## src/rtl/fetch_unit.sv

```systemverilog
// Instruction fetch front end: one outstanding memory request feeding a
// two-entry prefetch FIFO, with flush/refetch on a taken branch or jump.
module fetch_unit #(
    parameter logic [15:0] RESET_PC = 16'h0000
) (
    input  logic        clk,
    input  logic        reset,
    output logic        imem_req,
    output logic [15:0] imem_addr,
    input  logic        imem_gnt,
    input  logic        imem_rvalid,
    input  logic [15:0] imem_rdata,
    output logic        inst_valid,
    input  logic        inst_ready,
    output logic [15:0] inst,
    output logic [15:0] inst_pc,
    output logic [4:0]  opcode,
    input  logic        redirect,
    input  logic [15:0] redirect_pc
);

    typedef enum logic [1:0] {
        FETCH,
        WAIT,
        DROP
    } state_t;

    state_t      state;
    state_t      state_nxt;
    logic [15:0] fetch_pc;
    logic [15:0] req_pc;
    logic [15:0] redirect_target;
    logic [15:0] buf_inst [2];
    logic [15:0] buf_pc   [2];
    logic        rd_ptr;
    logic        wr_ptr;
    logic [1:0]  count;
    logic        grant;
    logic        push;
    logic        pop;

    assign redirect_target = redirect_pc & 16'hFFFE;

    assign inst_valid = (count != 2'd0);
    assign inst       = buf_inst[rd_ptr];
    assign inst_pc    = buf_pc[rd_ptr];
    assign opcode     = inst[15:11];
    assign imem_addr  = fetch_pc;
    assign pop        = inst_valid && inst_ready && !redirect;

    always_comb begin
        state_nxt = state;
        imem_req  = 1'b0;
        grant     = 1'b0;
        push      = 1'b0;
        unique case (state)
            FETCH: begin
                imem_req = !reset && (count != 2'd2) && !redirect;
                grant    = imem_req && imem_gnt;
                if (grant)
                    state_nxt = WAIT;
            end
            WAIT: begin
                // A redirect racing the response discards it but still
                // retires the request, so no DROP is needed.
                if (imem_rvalid) begin
                    push      = !redirect;
                    state_nxt = FETCH;
                end else if (redirect) begin
                    state_nxt = DROP;
                end
            end
            DROP: begin
                if (imem_rvalid)
                    state_nxt = FETCH;
            end
            default: state_nxt = FETCH;
        endcase
    end

    always_ff @(posedge clk) begin
        if (reset) begin
            state    <= FETCH;
            count    <= 2'd0;
            rd_ptr   <= 1'b0;
            wr_ptr   <= 1'b0;
            fetch_pc <= RESET_PC;
            req_pc   <= RESET_PC;
        end else begin
            state <= state_nxt;
            if (redirect) begin
                count    <= 2'd0;
                rd_ptr   <= 1'b0;
                wr_ptr   <= 1'b0;
                fetch_pc <= redirect_target;
            end else begin
                if (grant) begin
                    req_pc   <= fetch_pc;
                    fetch_pc <= fetch_pc + 16'd2;
                end
                if (push)
                    wr_ptr <= ~wr_ptr;
                if (pop)
                    rd_ptr <= ~rd_ptr;
                count <= count + {1'b0, push} - {1'b0, pop};
            end
        end
    end

    always_ff @(posedge clk) begin
        if (push) begin
            buf_inst[wr_ptr] <= imem_rdata;
            buf_pc[wr_ptr]   <= req_pc;
        end
    end

endmodule

```

## config.mk

```make
export PLATFORM = sky130hd
export DESIGN_NAME = fetch_unit
export DESIGN_NICKNAME = d
export VERILOG_FILES = /design/src/rtl/fetch_unit.sv
export SDC_FILE = /design/constraint.sdc
export NUM_CORES = 1
export LEC_CHECK = 0
export BUFFER_PORTS_ARGS = -buffer_cell sky130_fd_sc_hd__buf_2
export CORE_MARGIN = 1
export CORE_UTILIZATION = 42
export CTS_BUF_LIST = sky130_fd_sc_hd__clkbuf_16
export DETAILED_ROUTE_END_ITERATION = 8
export PLACE_DENSITY_LB_ADDON = 0.3
export SYNTH_ARGS = -nofsm -noshare
export SYNTH_HDL_FRONTEND = slang
export SYNTH_SLANG_ARGS = --single-unit
export TNS_END_PERCENT = 5
```

## constraint.sdc

```tcl
create_clock -name clk -period 5.4 [get_ports clk]
set_input_delay 0.27 -clock clk [delete_from_list [all_inputs] [get_ports clk]]
set_output_delay 0.27 -clock clk [all_outputs]
set_load 0.01 [all_outputs]
```

# == Yosys cells after proc, flatten, opt, wreduce, memory -nomap -nowiden ==
# Memory sizes are Yosys's and may differ from the RTL's. A register that Yosys moved wholly into a read port is not among the register bits.
# Index checks and enable logic that the tools add are counted.
# W data, S select, Z words.
# word_totals
regBits,38
ramBits,64
in_bits,38
out_inout_bits,55
word_cells,51
n_memories,2
# classes
add_sub_neg,3
eq_ne,6
mux,17
n_bitwise,3
n_reduce_logical,13
# memory_table
memory,words,width,read_ports,rd_clocked_by_memory_dff,wr,line_no,source
buf_inst,2,16,1,1,1,33,logic [15:0] buf_inst [2];
buf_pc,2,16,1,1,1,34,logic [15:0] buf_pc [2];
# op_table
op,n
$mux W16,2
$add A16 B2 Y16 const B,1
$mux W1,10
$mux W2,4
$ne A2 B2 Y1 const B,3
$pmux W2 S3,1
$logic_and A1 B1 Y1,5
$reduce_bool A2 Y1,2
$ne A3 B3 Y1 const B,1
$not A1 Y1,3
$reduce_and A3 Y1,1
$add A2 B1 Y2,1
$eq A2 B1 Y1 const B,1
$eq A2 B2 Y1 const B,1
$logic_not A1 Y1,2
$logic_not A2 Y1,1
$reduce_and A2 Y1,1
$reduce_or A2 Y1,1
$sub A2 B1 Y2,1

# == Longest topological paths before layout ==
# Gate-level depths: netlist of the first run.
# logic_depth
depth_word,7
mapped_depth,10
depth_no_buf,9

# == Least setup slack after synthesis of the first run ==
# Ideal clock, no wire load.
# synth_timing
path_kind,register to register
startpoint,register state[0]
endpoint,"memory buf_inst[0][0], enable pin"
setup_ns,0.419
arrival_time_ns,2.564
required_ns,4.981
path_slack_ns,2.417
path_stages_with_launch,6
path_buffers,1
period_less_slack_ns,2.983
cell_sequence,dfxtp_1 > clkbuf_1 > inv_1 > nor4b_1 > inv_1 > nor2_1
# synth_between
elab_chain_len,4
# synth_rtl
item,line_no,source
from (decl),28,state_t state;
from (signal assigned),90,state <= state_nxt;
$eq A2 B1 Y1,56,unique case (state)
$mux W1,56,
$mux W1,111,if (push) begin
$mux W1 (not written as such),112,buf_inst[wr_ptr] <= imem_rdata;
to (decl),33,
# No other way between the ends.

# == Final worst setup path of the first run ==
# layout_timing
startpoint,register state[1]
endpoint,"register fetch_pc[6], in the netlist imem_addr[6]"
# layout_between
elab_chain_len,3
# layout_rtl
item,line_no,source
$logic_not A2 Y1,56,
$mux W1,56,
$reduce_bool A2 Y1 (no line),--,
to (signal assigned),95,fetch_pc <= redirect_target;
to (signal assigned),99,fetch_pc <= fetch_pc + 16'd2;
to (decl),30,logic [15:0] fetch_pc;
# No other way between the ends.
# A chain may end at the register's enable or synchronous reset.

==> results of run 1 <==
-- routing by layer --
| layer | vias to the layer above | wire, um |
|---|---|---|
| li1 | 1357 | - |
| met4 | 0 | 95 |
| met3 | 8 | 508 |
| met5 | - | 0 |
| met2 | 94 | 4100 |
| met1 | 1318 | 3525 |
-- cell usage after synthesis, drive strengths merged (6+ instances only) --
| cell | count | area, um2 |
|---|---|---|
| edfxtp | 62 | 1862 |
| nand2 | 44 | 165.2 |
| dfxtp | 37 | 740.7 |
| mux2 | 31 | 349.1 |
| a21oi | 19 | 95.09 |
| clkbuf | 14 | 52.55 |
| buf | 13 | 85.08 |
| nor2 | 12 | 45.04 |
| inv | 10 | 37.54 |
| nand3 | 10 | 50.05 |
| a31oi | 6 | 37.54 |
| nor4 | 6 | 37.54 |
-- worst max-delay path, delay by kind of cell (launching register included) --
kind             cells  cell delay, ns
AO/OA/AOI/OAI        1            0.16
flip-flops           1            0.36
AND/OR/NAND/NOR      3            2.01
-- registers in the layout, indices dropped and copies added, names as in the netlist, named ones only --
name       cells
count          2
wr_ptr         1
req_pc        15
buf_pc        30
imem_addr     15
state          2
buf_inst      32
rd_ptr         1
-- metrics by stage --
step	hold slack (ns)	utilization, %	power [mW]	instances	cell area (um2)
6_report	0.1173	51.99	1.491	539	4850
5_1_grt	0.1007	51.99	1.545	539	4850
3_3_place_gp	0.4334	49.03	0.9168	523	4573
2_1_floorplan	0.3493	-	0.8846	329	4069
4_1_cts	0.1062	51.99	1.510	539	4850
3_5_place_dp	0.4428	49.03	0.9196	523	4573
-- logic make-up after synthesis --
| logic type | count (synthesis) | synth area share (%) |
|---|---|---|
| DFF | 99 | 64.02 |
| xor gates and xnor gates | 5 | 1.077 |
| muxes | 32 | 8.833 |
| buffers and inverters | 37 | 4.309 |
| other | 1 | 0.09225 |
| AOI/OAI and AO/OA | 46 | 7.726 |
| adders and majority gates | 3 | 0.9235 |
| and+or+nand+nor | 105 | 13.02 |
-- area by class of cell --
class,count,area share (%)
clock buffers,9,4.644
repair buffers,92,9.649
well taps,129,3.328
clock inverters,7,1.058
inverters,10,0.7740
multi-input cells,193,26.88
flip-flops and latches,99,53.66
-- power breakdown --
part           internal, mW  switching, mW  leakage (nW)
registers             0.812         0.0160         0.896
clock network         0.315          0.273         0.138
logic                0.0317         0.0434         0.801
total                  1.16          0.333          1.83
-- final timing paths --
path / start / to / slack (ns) / cells after the start
setup reg to reg: state[1]$_SDFFE_PP0P_ / imem_addr[6]$_SDFFE_PP0P_ / 2.80 / 4
setup / recovery: state[1]$_SDFFE_PP0P_ / imem_addr[6]$_SDFFE_PP0P_ / 2.80 / 4
hold / removal: imem_rdata[3] / buf_inst[1][3]$_DFFE_PP_ / 0.12 / 1
hold reg to reg: req_pc[15]$_SDFFE_PP0P_ / buf_pc[1][15]$_DFFE_PP_ / 0.46 / 0
==> summary.md, run 1 <==
| Metric | Value |
|---|---|
| Hold Violations, Final | 0 |
| Area Overhead vs Synth | 19.30% |
| Kind of critical path | register to register |
| Vias in the first global route | 2666 |
| Pre-CTS setup slack | 2.577 ns |
| Post-synth top flop | edfxtp_1 |
| Die H | 100.4 um |
| CTS tree | done |
| Clock Latency Late Sink | 0.34 ns |
| Pwr Density | 307.5 nW/um2 |
| Clock Skew | 0.007589 ns |
| Met3 GRT Util | 4.596% |
| Setup crit end kind | register |
| Worst-path fanout max | 26 |
| Die X-Extent | 100.4 um |
| Register area share after synthesis | 64.02% |
| Final Cycle Share | 48.11% |
| DRC | 0 |
| Met2 usage | 29.66% |
| Total die area | 10080 um2 |
| Mapped cell area | 4065 um2 |
| All-Layer GR Usage | 17.41% |
| Initial antenna violation count | 0 |
| CP arrival | 2.86 ns |
| Crit-path slowest cell | or3_1 |
| Port Buffers | 89 |
| DR vias | 2777 |
| Vias per inst | 5.152 |
| GP Congestion | 0.9031 |
| Seq cells post-synth | 99 |
| Final WL | 8229 um |
| Hold_buf cts | 0 |
| RSZ-0062 raised after global routing | false |
| Most common cell after layout, fill and taps aside | buf_2 |
| Syn Area/Cell | 12.39 um2 |
| Mapped Cells | 328 |
| Worst Tran Pin Value | 0.9600 ns |
| CP Launch Type | register |
| I/O pins | 93 |
| Routed Antenna Nets | 0 |
| Post-synth ARST share | 0% |
| Overflow after GRT | 0 |
| GRT met1 Usage | 20.81% |
| Slowest Stage Delay on Critical Path | 0.72 ns |
| Initial DRC count | 118 |
| Req. time, crit path | 5.66 ns |
| First-pass DRT Iterations | 4 |
| Largest net degree at the start of global routing | 32 |
| Max Fclk | 385.0 MHz |
| Cell chosen for the clock root | clkbuf_16 |
| Peak VDD IR | 136.5 uV |
| Yosys Warn Count | 0 |
| Clock buffer depth | 2 |
| H-tree levels | 3 |
| Flip-flop and latch area | 2603 um2 |
| Final worst setup slack | 2.802 ns |
| Clock transition at path regs | 0.07 ns |
| Leakage power total | 1.834 nW |
| Busiest grt layer | met2 |
| Placed wire-length estimate | 5426 um |
| # nets final | 446 |
| Core ar. | 9328 um2 |
| Share of cells above drive strength 1 | 34.88% |
| Most frequent cells in the layout | 89 x buf_2, 62 x edfxtp_1, 44 x nand2_1 |
| CP cell instances | or4b_1 -> or3_1 -> or4_1 -> a31oi_1 |
| Area of the multi-input gates | 1304 um2 |
| First-pass GRT wire length | 13180 um |
| Routed len/inst | 15.27 um |
| Post-CTS setup buffer count | 0 |
| Cts bufs inserted | 9 |
| Class of the worst hold path | primary input to register |
| Fillcell total | 863 |
| Synth cell types | 49 |
| Number of enable flip-flop cells after synthesis | 62 |
| Max-slew violations | 0 |
| Fin Setup TNS | 0 ns |
| Tmin final | 2.598 ns |
| Max_slew headroom | 35.85% |
| # rows | 35 |
| Status | finished clean |
| Clock Sinks | 99 |
| Number of max-cap violations | 0 |
| Cts repair resizes | 0 |
| # setup viols final | 0 |
| Initial Util | 43.58% |
| Diodes inserted | 0 |
(Power assumes the default switching activity.)
==> run 2: changes to the inputs <==
--- a/config.mk
+++ b/config.mk
@@ -5,6 +5,7 @@
 export SDC_FILE = /design/constraint.sdc
 export NUM_CORES = 1
 export LEC_CHECK = 0
+export ABC_AREA = 1
 export BUFFER_PORTS_ARGS = -buffer_cell sky130_fd_sc_hd__buf_2
 export CORE_MARGIN = 1
 export CORE_UTILIZATION = 42
==> constraint.sdc (replaced) <==
create_clock -name clk -period 2.6 [get_ports clk]
set_input_delay 0.13 -clock clk [delete_from_list [all_inputs] [get_ports clk]]
set_output_delay 0.13 -clock clk [all_outputs]
set_load 0.01 [all_outputs]
==> run 2 against run 1 <==
  * Cell count up 13%
  * Synthesized cell count grew 14%
  * Worst hold slack worse by 0.039 ns
  * Combinational power rose to 2.6 times the previous value
  * Utilization is 2.5 points higher
  * Critical path type unchanged
  * Critical endpoint is now count[1]$_SDFF_PP0_
  * Largest cell class unchanged
==> summary.md, run 2 <==
| Metric | Value |
|---|---|
| Status | finished clean |
| Most common cell after layout, fill and taps aside | buf_2 |
| Fin area | 5104 um2 |
| Clock buffer depth | 2 |
| Worst-path fanout max | 4 |
| XOR/XNOR share of the synthesized area | 1.276% |
| Placed wire-length estimate | 5423 um |
| Largest net degree at the start of global routing | 32 |
| Top flop regs | buf_inst (32), buf_pc (30) |
| Class of the worst hold path | primary input to register |
| # rows | 35 |
| Yosys top cell by area | edfxtp_1 |
| Leakage power total | 2.116 nW |
| Initial Util | 43.94% |
| All-Layer GR Usage | 17.22% |
| Cts bufs inserted | 9 |
| Post-synth top flop | edfxtp_1 |
| DR vias | 2939 |
| CP cell instances | or2_2 -> nand2_1 -> nor2_1 -> ha_1 -> inv_1 -> ha_1 -> xnor2_1 -> or2_2 -> a21oi_1 |
| Initial antenna violation count | 0 |
| Compound-Gate Fraction of Synth Area | 6.290% |
| GP Congestion | 0.8569 |
| Slowest Stage Delay on Critical Path | 0.33 ns |
| CP Launch Type | register |
| Mux share of post-synthesis cell area | 8.478% |
| Clock Sinks | 99 |
| Commonest cells post-synth | 62 x edfxtp_1, 55 x nand2_1, 37 x dfxtp_1, 36 x nor2_1, 34 x inv_1 |
| Adder-cell share of the synthesized area | 0.9116% |
| Cts repair resizes | 0 |
| Register area share after synthesis | 63.20% |
| Share of cells above drive strength 1 | 31.46% |
| H-tree levels | 3 |
| Final Power | 3.214 mW |
| # setup viols final | 0 |
| Die X-Extent | 101.0 um |
| Initial DRC count | 102 |
| Clock Skew | 0.006433 ns |
| Top cells by area, synth | edfxtp_1 45%, dfxtp_1 18%, mux2_2 8.5% |
| Vias per inst | 4.826 |
| Max_slew headroom | 57.85% |
| Final cell count without fillers | 609 |
| Synth cell types | 28 |
| Most frequent cells in the layout | 89 x buf_2, 62 x edfxtp_1, 55 x nand2_1 |
| Final Cycle Share | 72.96% |
| # nets final | 516 |
| Diodes inserted | 0 |
| Pwr Density | 629.7 nW/um2 |
| Max-slew violations | 0 |
| First-pass DRT Iterations | 4 |
| Largest family of logic cells by synthesized area | simple AND/OR/NAND/NOR gates |
| Mapped cell area | 4118 um2 |
| Fin Setup TNS | 0 ns |
| Clock transition at path regs | 0.07 ns |
| Worst Tran Pin Value | 0.6315 ns |
| Cell chosen for the clock root | clkbuf_16 |
| RSZ-0062 raised after global routing | false |
| I/O pins | 93 |
| Syn Area/Cell | 11.04 um2 |
| Area Overhead vs Synth | 23.94% |
| Post-synth ARST share | 0% |
| Synth Area in Simple Gates | 13.52% |
| Post-Place Cell Area | 4649 um2 |
| Crit-path slowest cell | dfxtp_1 |
| Kind of critical path | register to register |
| CP arrival | 2.16 ns |
| Vias in the first global route | 2876 |
| Share of the synthesized area in the top cell type | 45.21% |
| Setup crit end kind | register |
| Final WL | 8156 um |
| Req. time, crit path | 2.86 ns |
| Number of max-cap violations | 0 |
| Port Buffers | 89 |
| Max Fclk | 527.1 MHz |
| Final Core Density | 54.46% |
| Most common cell in the netlist | edfxtp_1 |
| Routed len/inst | 13.39 um |
| Yosys Warn Count | 0 |
| Die H | 101.0 um |
| Total die area | 10200 um2 |
| Hold Violations, Final | 0 |
| Number of enable flip-flop cells after synthesis | 62 |
| CTS tree | done |
| Biggest register | buf_inst |
| Tmin final | 1.897 ns |
| Routed Antenna Nets | 0 |
| DRC | 0 |
| Peak VDD IR | 294.2 uV |
| Max reg flops | 32 |
| Mapped Cells | 373 |
| First-pass GRT wire length | 13350 um |
| Clock Latency Late Sink | 0.33 ns |
| Seq cells post-synth | 99 |
| Overflow after GRT | 0 |
| # placed instances | 577 |
| Core ar. | 9371 um2 |
-- run 2: critical path: cells and delay by family, from the launching register on --
family	cells	cell delay (ns)
AND/OR/NAND/NOR	4	0.75
buffers and inverters	1	0.04
AO/OA/AOI/OAI	1	0.12
adder cells (fa/ha/maj)	2	0.47
flip-flops	1	0.33
XOR/XNOR	1	0.14
-- run 2: worst paths after layout --
path         cells past startpoint                        end                     from  slack, ns
max                              9        count[1]$_SDFF_PP0_      count[1]$_SDFF_PP0_       0.70
min                              3  imem_addr[3]$_SDFFE_PP0P_           redirect_pc[3]       0.08
max reg2reg                      9        count[1]$_SDFF_PP0_      count[1]$_SDFF_PP0_       0.70
min reg2reg                      0    buf_pc[0][14]$_DFFE_PP_  req_pc[14]$_SDFFE_PP0P_       0.46
-- run 2: timing repair --
item                      CTS  global route
hold endpoints to repair   32             0
hold buffers               16             0
setup buffers               0             0
-- run 2: per-layer routing --
metal | up-vias | GRT usage, % | routed length, um
li1 | 1467 | - | -
met1 | 1374 | 22.23 | 3910
met2 | 89 | 28.19 | 3764
met3 | 9 | 3.190 | 375
met4 | 0 | 7.915 | 105
met5 | - | 0 | 0
-- run 2: cell type report --
type | instances | area, um2
fillers | 865 | 4268
flip-flops and latches | 99 | 2603
multi-input cells | 219 | 1267
repair buffers | 110 | 643.1
clock buffers | 9 | 225.2
well taps | 129 | 161.4
inverters | 36 | 135.1
clock inverters | 7 | 68.82
-- run 2: stage by stage --
stage	hold slack, ns	worst slack [ns]
finish	0.07826	0.7029
global route	0.08995	0.5407
CTS	0.06889	0.6940
detailed placement	0.3235	0.7151
global placement	0.3185	0.7471
floorplan	0.2289	0.2142
-- run 2: kinds of logic (layout without fill, tap and decap cells) --
kind of cell / Yosys count / count (layout)
simple gates: 127 / 127
flops: 99 / 99
buf+inv: 56 / 162
compound gates: 50 / 50
mux: 31 / 31
xor+xnor: 6 / 6
fa+ha+maj: 3 / 3
other cells: 1 / 2
-- run 2: power by group --
group	leakage, nW	switching, mW	internal (mW)
logic	1.08	0.109	0.0853
registers	0.893	0.0315	1.70
clock network	0.147	0.548	0.743
